--- src/rtl/change_dispenser_pkg.sv ---
// Shared encodings for the change dispenser: FSM states, coin codes and
// default coin values (in 5-cent units).
package change_dispenser_pkg;

  typedef enum logic [1:0] {
    IDLE     = 2'd0,
    SELECT   = 2'd1,
    DISPENSE = 2'd2,
    DONE     = 2'd3
  } state_e;

  typedef enum logic [1:0] {
    COIN_NONE    = 2'b00,
    COIN_NICKEL  = 2'b01,
    COIN_DIME    = 2'b10,
    COIN_QUARTER = 2'b11
  } coin_e;

  localparam int DEF_NICKEL_VAL  = 1;
  localparam int DEF_DIME_VAL    = 2;
  localparam int DEF_QUARTER_VAL = 5;

endpackage

--- src/rtl/change_dispenser_coin_select.sv ---
// Greedy coin picker: largest coin not exceeding the balance, plus its value.
module coin_select
  import change_dispenser_pkg::*;
#(
  parameter int WIDTH       = 5,
  parameter int NICKEL_VAL  = DEF_NICKEL_VAL,
  parameter int DIME_VAL    = DEF_DIME_VAL,
  parameter int QUARTER_VAL = DEF_QUARTER_VAL
) (
  input  logic [WIDTH-1:0] rem_i,
  output coin_e            type_o,
  output logic [WIDTH-1:0] val_o
);

  localparam logic [WIDTH-1:0] NV = WIDTH'(NICKEL_VAL);
  localparam logic [WIDTH-1:0] DV = WIDTH'(DIME_VAL);
  localparam logic [WIDTH-1:0] QV = WIDTH'(QUARTER_VAL);

  always_comb begin
    type_o = COIN_NONE;
    val_o  = '0;
    if (rem_i >= QV) begin
      type_o = COIN_QUARTER;
      val_o  = QV;
    end else if (rem_i >= DV) begin
      type_o = COIN_DIME;
      val_o  = DV;
    end else if (rem_i >= NV) begin
      type_o = COIN_NICKEL;
      val_o  = NV;
    end
  end

endmodule

--- src/rtl/en_reg.sv ---
// Generic WIDTH-bit register with load enable and async active-low reset.
module en_reg #(
  parameter int              WIDTH   = 8,
  parameter logic [WIDTH-1:0] RST_VAL = '0
) (
  input  logic             clk,
  input  logic             rst_n,
  input  logic             en_i,
  input  logic [WIDTH-1:0] d_i,
  output logic [WIDTH-1:0] q_o
);

  always_ff @(posedge clk or negedge rst_n) begin
    if (!rst_n)    q_o <= RST_VAL;
    else if (en_i) q_o <= d_i;
  end

endmodule

--- src/rtl/change_dispenser.sv ---
// Change dispenser: pays out a credit as a greedy coin sequence with a
// valid/ack handshake to the hopper. All outputs come straight from flops.
module change_dispenser
  import change_dispenser_pkg::*;
#(
  parameter int WIDTH       = 5,
  parameter int NICKEL_VAL  = DEF_NICKEL_VAL,
  parameter int DIME_VAL    = DEF_DIME_VAL,
  parameter int QUARTER_VAL = DEF_QUARTER_VAL
) (
  input  logic             clk,
  input  logic             rst,
  input  logic             start,
  input  logic [WIDTH-1:0] amount,
  input  logic             abort,
  input  logic             coin_ack,
  output logic             coin_valid,
  output logic [1:0]       coin_type,
  output logic [WIDTH-1:0] remaining,
  output logic             busy,
  output logic             done
);

  state_e           state_q;
  coin_e            coin_type_q, sel_type;
  logic             coin_valid_q, busy_q, done_q;
  logic [WIDTH-1:0] rem_q, rem_d, sel_val;
  logic             rem_en, kill, ack_take;

  // Balance is stable from SELECT through DISPENSE, so the same combinational
  // pick serves both the registered coin_type and the subtraction on ack.
  coin_select #(
    .WIDTH(WIDTH), .NICKEL_VAL(NICKEL_VAL), .DIME_VAL(DIME_VAL), .QUARTER_VAL(QUARTER_VAL)
  ) u_sel (
    .rem_i (rem_q),
    .type_o(sel_type),
    .val_o (sel_val)
  );

  assign kill     = abort && (state_q != IDLE);
  assign ack_take = (state_q == DISPENSE) && coin_ack && !abort;

  always_comb begin
    rem_en = 1'b0;
    rem_d  = rem_q;
    if (kill) begin
      rem_en = 1'b1;
      rem_d  = '0;
    end else if (state_q == IDLE && start && !abort) begin
      rem_en = 1'b1;
      rem_d  = amount;
    end else if (ack_take) begin
      rem_en = 1'b1;
      rem_d  = rem_q - sel_val;
    end
  end

  en_reg #(.WIDTH(WIDTH), .RST_VAL('0)) u_rem (
    .clk  (clk),
    .rst_n(rst),
    .en_i (rem_en),
    .d_i  (rem_d),
    .q_o  (rem_q)
  );

  always_ff @(posedge clk or negedge rst) begin
    if (!rst) begin
      state_q      <= IDLE;
      coin_valid_q <= 1'b0;
      coin_type_q  <= COIN_NONE;
      busy_q       <= 1'b0;
      done_q       <= 1'b0;
    end else begin
      done_q <= 1'b0;
      if (kill) begin
        state_q      <= IDLE;
        coin_valid_q <= 1'b0;
        coin_type_q  <= COIN_NONE;
        busy_q       <= 1'b0;
      end else begin
        case (state_q)
          IDLE: if (start && !abort) begin
            busy_q <= 1'b1;
            if (amount == '0) begin
              state_q <= DONE;
              done_q  <= 1'b1;
            end else begin
              state_q <= SELECT;
            end
          end
          SELECT: begin
            coin_type_q  <= sel_type;
            coin_valid_q <= 1'b1;
            state_q      <= DISPENSE;
          end
          DISPENSE: if (coin_ack) begin
            coin_valid_q <= 1'b0;
            coin_type_q  <= COIN_NONE;
            if (rem_q == sel_val) begin
              state_q <= DONE;
              done_q  <= 1'b1;
            end else begin
              state_q <= SELECT;
            end
          end
          DONE: begin
            state_q <= IDLE;
            busy_q  <= 1'b0;
          end
          default: state_q <= IDLE;
        endcase
      end
    end
  end

  assign coin_valid = coin_valid_q;
  assign coin_type  = coin_type_q;
  assign remaining  = rem_q;
  assign busy       = busy_q;
  assign done       = done_q;

endmodule

--- config.mk ---
export PLATFORM = sky130hd
export DESIGN_NAME = change_dispenser
export DESIGN_NICKNAME = d
export VERILOG_FILES = /design/src/rtl/change_dispenser_pkg.sv /design/src/rtl/change_dispenser_coin_select.sv /design/src/rtl/en_reg.sv /design/src/rtl/change_dispenser.sv
export SDC_FILE = /design/constraint.sdc
export NUM_CORES = 1
export LEC_CHECK = 0
export BUFFER_PORTS_ARGS = -buffer_cell sky130_fd_sc_hd__buf_2
export CORE_MARGIN = 3
export CORE_UTILIZATION = 40
export CTS_CLUSTER_DIAMETER = 200
export CTS_CLUSTER_SIZE = 28
export DETAILED_ROUTE_END_ITERATION = 12
export GPL_TIMING_DRIVEN = 0
export PLACE_DENSITY_LB_ADDON = 0.05
export SLEW_MARGIN = 5
export SYNTH_ARGS = -nofsm -noshare
export SYNTH_HDL_FRONTEND = slang
export SYNTH_SLANG_ARGS = --single-unit
--- constraint.sdc ---
create_clock -name clk -period 4.42 [get_ports clk]
set_input_delay 0.884 -clock clk [delete_from_list [all_inputs] [get_ports clk]]
set_output_delay 0.884 -clock clk [all_outputs]
set_load 0.1 [all_outputs]
==> results.toml <==
[route]
vias = 754
dr.pass1.iters = 4
detail_route.wl_per_cell_um = 14.36
remaining_drc_errors = 0
drt_first_iter_violations = 12
routed_via_density = 5.464
drt.antenna.violating_nets = 0
detail_route.wirelength_um = 1982

[floorplanning]
fp.dieArea_mm2 = 0.002649
floorplan.rows = 15
initial_utilization_pct = 44.97
core_region_area_mm2 = 0.001839
chipHeight_um = 51.47
die_w_um = 51.47
io_pins = 20

[yosys]
yosys_register_bits = 12
post_synthesis_net_count = 105
synth.largest_area_cell = "dfrtp_1"
synth-async-reset-ratio_pct = 100.0
synth_enable_flop_cells = 0
syn_avg_cell_area_um2 = 9.088
ys_top_cells_by_area = "dfrtp_1 (36%), mux2i_1 (4.8%), ha_1 (4.5%)"
top_cell_type_s_share_of_synthesized_area_pct = 36.31
yosys_most_used_dff = "dfrtp_1"
fraction_of_the_yosys_area_taken_by_sequential_cells_pct = 36.31
distinct_cell_type_count_of_the_synthesized_netlist = 35
netlist_instances = 91
synthTopCellsByCount = "dfrtp_1 (12), nand2_1 (10), nor2_1 (7)"
ys.warnings.count = 0
synthesis.area_um2 = 827.0
synth.most_common_cell = "dfrtp_1"

[cells_and_area]
layout_cells_sized_above_1_pct = 29.20
final.fill_count = 193
finalNetCount = 129
area.growth.synth_to_final_pct = 18.00
antenna_cells = 0

[clocking]
numClockSinks = 12
total_of_hold_buffers_inserted_after_clock_tree_synthesis = 0
cts.htree.levels = 1
cts_buffer_depth = 2
clock_insertion_delay_at_the_later_pin_of_the_skew_report_ns = 0.27
post_cts_resize_count = 0
clk_root_buffer_cell = "clkbuf_4"
cts.repair_timing.setup_buffer_count = 0
tritoncts = "built"
tritoncts.num_buffers = 3
clk_pin_slew_ns = 0.07

[global_routing]
pin_count_of_the_biggest_net_entering_global_routing = 13
grt.overflow.total = 0
gr-usage-all-layers_pct = 17.79
number_of_global_route_vias_before_repair = 745
antenna_found_initial = 0
grt_first_pass_wirelength_um = 3539

[timing]
report.final.hold_viol_count = 0
min_period_over_period_pct = 54.09
max-slew-margin-rel_pct = 67.36
timing.final.max_slew_violations = 0
timing_worst_slew_pin_value_ns = 0.4852
layout_min_cycle_time_ns = 2.391
achievable-frequency_mhz = 418.3
timing.setup.tns_ns = 0
final.setup_skew_ns = 0.0004499
rsz_0062_raised_after_global_routing = "no"
finalSetupViolations = 0

[min_path]
worstHoldPathType = "in2async"

[place]
count_of_input_and_output_buffers = 19
final_gp_congestion = 0.7433
dpl.hpwl_um = 1525

[critical_path]
startpoint_type = "register"
path_class = "reg2reg"
cp-end-kind = "register"
cp_data_required_time_ns = 4.57
cp_data_arrival_time_ns = 2.54
peak_fanout_along_the_critical_path = 8
critical_path.cell_chain = "nor2b_1, o21ai_1, ha_1, inv_1, fa_1, a211o_1, and3_1, a221o_1"
critical-path-max-stage-delay_ns = 0.47
timing.critical_path.slowest_stage_cell = "dfrtp_1"

[run]
max-cap-violations = 0

[run_status]
status = "finished, final reports clean"
==> final cells by class <==
| class | count | area [um^2] | share of cell area [%] |
|---|---|---|---|
| inverter | 6 | 22.52 | 2.308 |
| clock buffer | 3 | 22.52 | 2.308 |
| timing repair buffer | 19 | 95.09 | 9.744 |
| multi-input combinational | 70 | 489.2 | 50.13 |
| buffer | 3 | 15.01 | 1.538 |
| sequential | 12 | 300.3 | 30.77 |
| tap | 25 | 31.28 | 3.205 |
==> flip-flops by register name, indices dropped and copies added, names as in the netlist <==
name        flops
coin_valid      1
state_q         2
done            1
u_rem.q_o       5
coin_type       2
busy            1
==> cell families after synthesis <==
family | Yosys count | synth area share (%)
simple gates | 34 | 23.60
compound gates | 27 | 22.69
flops | 12 | 36.31
buf+inv | 9 | 4.538
mux | 4 | 4.841
fa+ha+maj | 4 | 6.960
xor+xnor | 1 | 1.059
==> cell usage in the layout (no fill, tap or decap), types with 2 or more instances in the layout <==
cell type   n
buf_2      22
dfrtp_1    12
nand2_1    10
nor2_1      7
a21oi_1     6
o21ai_1     5
inv_1       4
mux2i_1     4
and3_1      3
a221o_1     3
ha_1        3
clkbuf_4    3
o21ai_0     2
and2_1      2
nor2b_1     2
nor2_2      2
nor3_1      2
inv_2       2
o31ai_1     2
==> per-stage QoR <==
step | hold slack (ns) | cells | setup WS (ns) | utilization, % | instance area [um^2]
finish | 0.4889 | 138 | 2.029 | 53.06 | 975.9
global route | 0.4925 | 138 | 1.915 | 53.06 | 975.9
CTS | 0.4923 | 138 | 2.036 | 53.06 | 975.9
detailed placement | 0.5292 | 135 | 2.061 | 51.84 | 953.4
global placement | 0.5257 | 135 | 2.058 | 51.84 | 953.4
floorplan | 0.5884 | 91 | 1.659 | - | 827.0
==> routing by layer <==
metal  vias up  wire length (um)  global-route usage, %
met3         2                90                  5.248
met4         0                14                  3.930
met2        19               906                  26.48
met5         -                 0                      0
met1       356               970                  25.23
li1        377                 -                      -
==> path summary, 6_finish.rpt <==
check                              from            to  slack, ns  cells past startpoint
setup / recovery           u_rem.q_o[1]  u_rem.q_o[4]       2.03                      8
hold / removal                      rst  u_rem.q_o[0]       0.49                      1
setup reg to reg           u_rem.q_o[1]  u_rem.q_o[4]       2.03                      8
hold reg to reg            coin_type[0]  coin_type[0]       0.54                      2
max in group asynchronous           rst  u_rem.q_o[1]       3.70                      1
min in group clk           coin_type[0]  coin_type[0]       0.54                      2
==> critical path, delay by kind of cell (launching register included) <==
| family | cells | cell delay, ns |
|---|---|---|
| compound gates | 3 | 0.77 |
| fa+ha+maj | 2 | 0.61 |
| flops | 1 | 0.47 |
| simple gates | 2 | 0.37 |
| buf+inv | 1 | 0.05 |
Power is left out: the tool's default activity adds up to more than one toggle a clock period on the data nets, which glitch-free logic cannot reach.
